===== config.mk =====
export PLATFORM = sky130hd
export DESIGN_NAME = fir_lite_regs
export DESIGN_NICKNAME = d
export VERILOG_FILES = /design/src/rtl/fir_lite_regs.sv
export SDC_FILE = /design/constraint.sdc
export NUM_CORES = 1
export LEC_CHECK = 0
export CORE_MARGIN = 2
export CORE_UTILIZATION = 25
export CTS_CLUSTER_SIZE = 12
export DETAILED_ROUTE_END_ITERATION = 7
export SETUP_SLACK_MARGIN = 0.15
export SLEW_MARGIN = 15
export SYNTH_ARGS = -nofsm -noshare
export SYNTH_HDL_FRONTEND = slang
export SYNTH_SLANG_ARGS = --single-unit
export TNS_END_PERCENT = 100

===== constraint.sdc =====
create_clock -name clk -period 2.6 [get_ports clk]
set_input_delay 0.26 -clock clk [delete_from_list [all_inputs] [get_ports clk]]
set_output_delay 0.26 -clock clk [all_outputs]
set_load 0.005 [all_outputs]

===== src/rtl/fir_lite_regs.sv =====
// fir_lite_regs: AXI4-Lite slave feeding a FIR controller register bus.
// Define FIR_LITE_RDBACK_EN for config/command/tap-count readback.
module fir_lite_regs #(
  parameter int ADDR_W = 4
) (
  input  logic              clk,
  input  logic              rst_n,
  input  logic [ADDR_W-1:0] s_awaddr,
  input  logic              s_awvalid,
  output logic              s_awready,
  input  logic [31:0]       s_wdata,
  input  logic [3:0]        s_wstrb,
  input  logic              s_wvalid,
  output logic              s_wready,
  output logic [1:0]        s_bresp,
  output logic              s_bvalid,
  input  logic              s_bready,
  input  logic [ADDR_W-1:0] s_araddr,
  input  logic              s_arvalid,
  output logic              s_arready,
  output logic [31:0]       s_rdata,
  output logic [1:0]        s_rresp,
  output logic              s_rvalid,
  input  logic              s_rready,
  output logic [1:0]        config_valid,
  output logic [31:0]       input_config,
  output logic [31:0]       input_command,
  output logic [31:0]       config_tap,
  input  logic              cont_ready
);

  typedef enum logic [1:0] {
    IDLE,
    ISSUE,
    RESP
  } wr_st_e;

  wr_st_e      st_q, st_d;
  logic        aw_full_q, aw_full_d;
  logic [1:0]  aw_idx_q, aw_idx_d;
  logic        w_full_q, w_full_d;
  logic [31:0] w_data_q, w_data_d;
  logic [3:0]  w_strb_q, w_strb_d;
  logic        bvalid_q, bvalid_d;
  logic [1:0]  bresp_q, bresp_d;
  logic [1:0]  cfg_vld_q, cfg_vld_d;
  logic [31:0] cfg_q, cfg_d;
  logic [31:0] cmd_q, cmd_d;
  logic [31:0] tap_q, tap_d;
  logic        rvalid_q, rvalid_d;
  logic [31:0] rdata_q, rdata_d;
`ifdef FIR_LITE_RDBACK_EN
  logic [7:0]  tap_cnt_q, tap_cnt_d;
`endif

  logic        aw_hs, w_hs, ar_hs;
  logic        legal;
  logic [1:0]  rd_idx;
  logic [31:0] rd_mux;
  logic        unused_addr;

  assign unused_addr = ^{s_awaddr, s_araddr};

  assign s_awready = (st_q == IDLE) && !aw_full_q;
  assign s_wready  = (st_q == IDLE) && !w_full_q;
  assign s_arready = !rvalid_q;

  assign aw_hs = s_awvalid && s_awready;
  assign w_hs  = s_wvalid && s_wready;
  assign ar_hs = s_arvalid && s_arready;

  assign legal  = (aw_idx_q != 2'd0) && (w_strb_q == 4'hF);
  assign rd_idx = s_araddr[3:2];

  assign s_bvalid      = bvalid_q;
  assign s_bresp       = bresp_q;
  assign s_rvalid      = rvalid_q;
  assign s_rdata       = rdata_q;
  assign s_rresp       = 2'b00;
  assign config_valid  = cfg_vld_q;
  assign input_config  = cfg_q;
  assign input_command = cmd_q;
  assign config_tap    = tap_q;

  always_comb begin
    rd_mux = '0;
    unique case (rd_idx)
      2'd0: rd_mux = {31'b0, cont_ready};
`ifdef FIR_LITE_RDBACK_EN
      2'd1: rd_mux = cfg_q;
      2'd2: rd_mux = cmd_q;
      2'd3: rd_mux = {24'b0, tap_cnt_q};
`else
      default: rd_mux = '0;
`endif
    endcase
  end

  always_comb begin
    st_d      = st_q;
    aw_full_d = aw_full_q;
    aw_idx_d  = aw_idx_q;
    w_full_d  = w_full_q;
    w_data_d  = w_data_q;
    w_strb_d  = w_strb_q;
    bvalid_d  = bvalid_q;
    bresp_d   = bresp_q;
    cfg_vld_d = 2'd0;
    cfg_d     = cfg_q;
    cmd_d     = cmd_q;
    tap_d     = tap_q;
`ifdef FIR_LITE_RDBACK_EN
    tap_cnt_d = tap_cnt_q;
`endif
    unique case (st_q)
      IDLE: begin
        if (aw_hs) begin
          aw_full_d = 1'b1;
          aw_idx_d  = s_awaddr[3:2];
        end
        if (w_hs) begin
          w_full_d = 1'b1;
          w_data_d = s_wdata;
          w_strb_d = s_wstrb;
        end
        // Issue as soon as both halves are in hand, even this cycle
        if (aw_full_d && w_full_d) st_d = ISSUE;
      end
      ISSUE: begin
        bvalid_d = 1'b1;
        bresp_d  = legal ? 2'b00 : 2'b10;
        st_d     = RESP;
        if (legal) begin
          cfg_vld_d = aw_idx_q;
          unique case (1'b1)
            aw_idx_q == 2'd1: cfg_d = w_data_q;
            aw_idx_q == 2'd2: cmd_d = w_data_q;
            default: begin
              tap_d = w_data_q;
`ifdef FIR_LITE_RDBACK_EN
              tap_cnt_d = tap_cnt_q + 8'd1;
`endif
            end
          endcase
        end
      end
      RESP: begin
        if (s_bready) begin
          bvalid_d  = 1'b0;
          aw_full_d = 1'b0;
          w_full_d  = 1'b0;
          st_d      = IDLE;
        end
      end
      default: st_d = IDLE;
    endcase
  end

  always_comb begin
    rvalid_d = rvalid_q;
    rdata_d  = rdata_q;
    if (ar_hs) begin
      rvalid_d = 1'b1;
      rdata_d  = rd_mux;
    end else if (rvalid_q && s_rready) begin
      rvalid_d = 1'b0;
    end
  end

  always_ff @(posedge clk or negedge rst_n) begin
    if (!rst_n) begin
      st_q      <= IDLE;
      aw_full_q <= 1'b0;
      aw_idx_q  <= 2'd0;
      w_full_q  <= 1'b0;
      w_data_q  <= '0;
      w_strb_q  <= '0;
      bvalid_q  <= 1'b0;
      bresp_q   <= 2'b00;
      cfg_vld_q <= 2'd0;
      cfg_q     <= '0;
      cmd_q     <= '0;
      tap_q     <= '0;
      rvalid_q  <= 1'b0;
      rdata_q   <= '0;
`ifdef FIR_LITE_RDBACK_EN
      tap_cnt_q <= '0;
`endif
    end else begin
      st_q      <= st_d;
      aw_full_q <= aw_full_d;
      aw_idx_q  <= aw_idx_d;
      w_full_q  <= w_full_d;
      w_data_q  <= w_data_d;
      w_strb_q  <= w_strb_d;
      bvalid_q  <= bvalid_d;
      bresp_q   <= bresp_d;
      cfg_vld_q <= cfg_vld_d;
      cfg_q     <= cfg_d;
      cmd_q     <= cmd_d;
      tap_q     <= tap_d;
      rvalid_q  <= rvalid_d;
      rdata_q   <= rdata_d;
`ifdef FIR_LITE_RDBACK_EN
      tap_cnt_q <= tap_cnt_d;
`endif
    end
  end

endmodule


# After elaboration in Yosys (flattened, before gate mapping)
# Index checks and enable logic that the tools add are counted.
[word_totals]
inputBits = 52
ff_bits = 176
out_inout_bits = 139
elab_cells = 65
[classes]
eq_ne = 7
n_bitwise = 1
mux = 17
n_reduce_logical = 26
[ops]
columns = ["operator", "n"]
rows = [
  ["2-to-1 mux 2 bit", 5],
  ["AND reduction 2 bit", 5],
  ["AND reduction 3 bit", 3],
  ["logical AND 1 bit", 8],
  ["2-to-1 mux 1 bit", 8],
  ["nonzero test 2 bit", 4],
  ["one-hot mux 1 bit (2 select lines)", 3],
  ["one-hot mux 2 bit (3 select lines)", 1],
  ["== test 2 x 1 -> 1 bit (second input constant)", 2],
  ["== test 2 bit (second input constant)", 2],
  ["== test 4 bit (second input constant)", 1],
  ["zero test 2 bit", 2],
  ["zero test 1 bit", 3],
  ["inequality test 2 x 1 -> 1 bit (second input constant)", 1],
  ["inequality test 2 bit (second input constant)", 1],
  ["OR reduction 2 bit", 1],
  ["NOT 1 bit", 1],
]

# Depth between registers and ports, before layout
[logic_depth]
word_depth = 8
ltp_mapped = 6
ltp_nobuf = 5

# Worst setup path after synthesis
# Ideal clock, no wire load.
[synth_path]
kind = "flip-flop to flip-flop"
startpoint = "register aw_idx_q[0]"
endpoint = "register tap_q[10], in the netlist config_tap[10]"
period_less_slack_ns = 1.777
stages_incl_launch_ff = 6
path_slack_ns = 0.823
arrival_time_ns = 1.653
cell_sequence = "dfrtp_1 inv_1 ha_1 nor4_4 buf_6 mux2_2"
[synth_between]
elab_chain_len = 4
word_cells_on_any_way = 7
cone_classes = "eq/ne (2); bitwise (1); reduce/logical (4)"
[synth_rtl]
columns = ["element", "line", "text"]
rows = [
  ["start: declaration", "40", "logic [1:0] aw_idx_q, aw_idx_d;"],
  ["start signal: assignment", "192", "aw_idx_q <= aw_idx_d;"],
  ["== test 2 x 1 -> 1 bit / == test 2 bit (equally long branches)", "136, 137", ""],
  ["OR reduction 2 bit (no line)", "n/a", ""],
  ["NOT 1 bit (no line)", "n/a", ""],
  ["AND reduction 3 bit (no line) *", "n/a", ""],
  ["end signal: assignment", "201", "tap_q <= tap_d;"],
  ["end: declaration", "49", "logic [31:0] tap_q, tap_d;"],
]
# Mark *: on every way between the ends. The rest lies on a longest branch, timed or not.
# A chain may end at the register's enable or synchronous reset.

# Worst setup path in the final report
[layout_path]
startpoint = "register st_q[0]"
endpoint = "output port s_wready"
[layout_between]
elab_chain_len = 2
[layout_rtl]
columns = ["element", "line", "text"]
rows = [
  ["start: declaration", "38", "wr_st_e st_q, st_d;"],
  ["start signal: assignment", "190", "st_q <= st_d;"],
  ["zero test 2 bit", "65", "assign s_wready = (st_q == IDLE) && !w_full_q;"],
  ["logical AND 1 bit", "65", ""],
  ["end: declaration", "14", "output logic s_wready,"],
]
# Every way passes these cells.

==> flow_summary_export.csv <==
group,metric,value,unit
timing,worst_pin_slew,0.619,ns
synth,syn-cell-area,5800,um^2
final_layout,syn2layout_area_growth,40.4,%
power,p_leak,3.72,nW
final_layout,fin_area,8150,um^2
timing,min_period,2.00,ns
worst_setup_path,crit_type,"flip-flop to output pin",
timing,setup_viol_count_final,0,
timing,relSlewSlack,58.8,%
final_layout,regArea,3600,um^2
worst_setup_path,cp.required,2.34,ns
power,peakVddDrop,0.395,mV
die,die_height,156,um
final_layout,layout-drive-gt1-share,27.2,%
clock_network,tritoncts,"built",
detailed_routing,viasPerCell,4.12,
synth,synth_top_area_share,62.1,%
final_layout,fill_cells,2191,
synth,synth_top_flop_cell,"dfrtp_1",
die,core,22700,um^2
grt,grt_pass1_vias,3798,
clock_network,clk_pin_slew,0.06,ns
placement,dp_hpwl,9390,um
clock_network,cts_resized,0,
synth,synth_area_leader_cell,"dfrtp_1",
grt,grt-ovfl-total,0,
timing,clock_skew,0.0110,ns
synth,syn_avg_cell_area,15.8,um^2
worst_setup_path,crit_path_end_kind,"output pin",
synth,yosysMostFrequentCell,"dfrtp_1",
die,row_count,55,
clock_network,cts_max_path_buffers,2,
worst_setup_path,path_max_fanout,9,
detailed_routing,ant_nets,0,
placement,placed_area,7500,um^2
timing,slew_violations,0,
final_layout,multiInputGateArea,1910,um^2
power,power-per-cell-area,984,nW/um^2
synth,synth_seq_area_share,62.1,%
synth,ys_warn_count,0,
clock_network,cts.sinks,144,
worst_hold_path,hold_path.class,"primary input to async pin",
die,io_pins,191,
grt,grt_max_degree,65,
detailed_routing,drc_errors,0,
detailed_routing,drtIter0Drc,83,
grt,antenna_found_initial,0,
synth,synth_commonest_cells,"144 x dfrtp_1, 102 x mux2_2, 38 x buf_4, 32 x mux2_1, 10 x buf_6",
worst_setup_path,cp-start-kind,"flip-flop",
clock_network,htreeDepth,4,
timing,max_freq,500,MHz
placement,numPortBuffers,152,
synth,synth-edff-count,0,
clock_network,cts_inserted_buffers,17,
final_layout,stdcell_count,832,
clock_network,clkLatencyLatePin,0.42,ns
detailed_routing,drtPass1Iterations,3,
die,dieArea,24400,um^2
timing,tns,0,ns
grt,grt_util_all_layers,11.5,%
grt,grt_pass1_wl,21200,um
detailed_routing,routedWlPerCell,16.2,um
detailed_routing,dr_total_vias,3427,
timing,hold_viol,0,
synth,ys_types,25,
detailed_routing,wl,13400,um
timing,rsz0062_at_grt,"false",
synth,synthTopCellsByArea,"dfrtp_1 62%, mux2_2 20%, mux2_1 6.2%, buf_4 4.9%, buf_6 1.9%",
final_layout,diodes,0,
placement,gp_congestion,0.725,
clock_network,cts-root-buf,"clkbuf_16",
die,start_util,25.6,%
die,die_w,156,um
run,drv_cap,0,
final_layout,nets,590,
status,status,"finished, final reports clean",
synth,synthCells,368,
placement,placedCellCount,800,
timing,final.period_utilization,76.9,%
synth,postSynth.asyncResetShare,100,%
worst_setup_path,arrival,1.74,ns
synth,ys_ff_latch,144,
==> cells in the final DEF (no fill, tap or decap) <==
cell type / count
a21boi_0: 1
a21oi_1: 5
a22o_1: 1
and2_2: 1
buf_12: 1
buf_4: 9
buf_6: 1
bufinv_16: 4
clkbuf_16: 17
clkbuf_8: 1
clkdlybuf4s50_1: 151
clkinv_4: 2
clkinvlp_4: 1
conb_1: 34
dfrtp_1: 144
dlygate4sd3_1: 1
ha_1: 3
inv_1: 6
inv_6: 6
mux2_1: 32
mux2_2: 102
nand2_1: 2
nand2b_1: 2
nand4b_1: 1
nand4b_4: 1
nor2_1: 3
nor2_4: 1
nor3_1: 5
nor4_1: 2
nor4_4: 2
o21ai_0: 2
o22a_1: 1
o22ai_1: 1
or3_1: 1
==> cells by family after synthesis <==
kind of cell	after synthesis	share of synthesized area [%]
flip-flops	144	62.1
multiplexers	134	26.0
buffers and inverters	54	7.24
AND/OR/NAND/NOR	21	2.80
AO/OA/AOI/OAI	11	1.14
adder cells (fa/ha/maj)	3	0.647
other	1	0.0646
==> state kept, by name (all words and copies together), names as in the netlist <==
name / flops
config_tap: 32
input_command: 32
input_config: 32
w_data_q: 32
w_strb_q: 4
aw_idx_q: 2
config_valid: 2
st_q: 2
aw_full_q: 1
s_bresp: 1
s_bvalid: 1
s_rdata: 1
s_rvalid: 1
w_full_q: 1
==> power by group <==
part	leakage (nW)	total (mW)	switching [mW]	internal, mW
registers	1.90	3.44	0.508	2.93
clock network	0.309	2.65	0.997	1.65
logic	1.51	1.93	0.674	1.26
total	3.72	8.02	2.18	5.84
==> stage by stage <==
step | total power [mW] | setup WS (ns) | hold slack (ns) | util [%]
floorplan | 4.31 | 0.823 | -0.0356 | -
global placement | 5.31 | 0.640 | 0.275 | 33.0
detailed placement | 5.45 | 0.593 | 0.299 | 33.0
CTS | 8.15 | 0.578 | 0.385 | 35.9
global route | 8.48 | 0.473 | 0.415 | 35.9
finish | 8.02 | 0.600 | 0.398 | 35.9
==> worst paths after layout <==
| check | from | end | slack (ns) | cells after the start |
|---|---|---|---|---|
| max | st_q[0]$_DFFE_PN0P_ | s_wready | 0.60 | 2 |
| min | rst_n | config_tap[31]$_DFFE_PN0P_ | 0.40 | 2 |
| max reg2reg | aw_idx_q[0]$_DFFE_PN0P_ | input_config[4]$_DFFE_PN0P_ | 0.60 | 6 |
| min reg2reg | config_tap[29]$_DFFE_PN0P_ | config_tap[29]$_DFFE_PN0P_ | 0.49 | 1 |
| max in group asynchronous | rst_n | input_command[30]$_DFFE_PN0P_ | 1.44 | 3 |
| min in group clk | s_rready | s_rvalid$_DFFE_PN0P_ | 0.40 | 2 |
==> routing by layer <==
metal / up-vias / routed length [um] / global-route usage (%)
met2: 121 / 6800 / 19.7
li1: 1552 / - / -
met5: - / 0 / 0
met3: 15 / 921 / 4.35
met4: 0 / 205 / 4.33
met1: 1739 / 5520 / 13.1
==> timing repair <==
item,CTS,global route
endpoints found under the setup margin,0,0
hold buffers,1,0
hold endpoints to repair,62,0
setup buffers,0,0
==> critical path: stages (launching register included) <==
cell and delay, ns:
dfrtp_1 0.49, nor3_1 0.28, clkdlybuf4s50_1 0.55
==> area by class of cell <==
cell class | instances | share of cell area (%)
repair buffers | 163 | 19.9
multi-input cells | 203 | 23.4
well taps | 285 | 4.38
inverters | 6 | 0.276
clock inverters | 13 | 2.43
flip-flops and latches | 144 | 44.2
clock buffers | 18 | 5.39
Note: power is estimated with default switching activity, not from simulation.
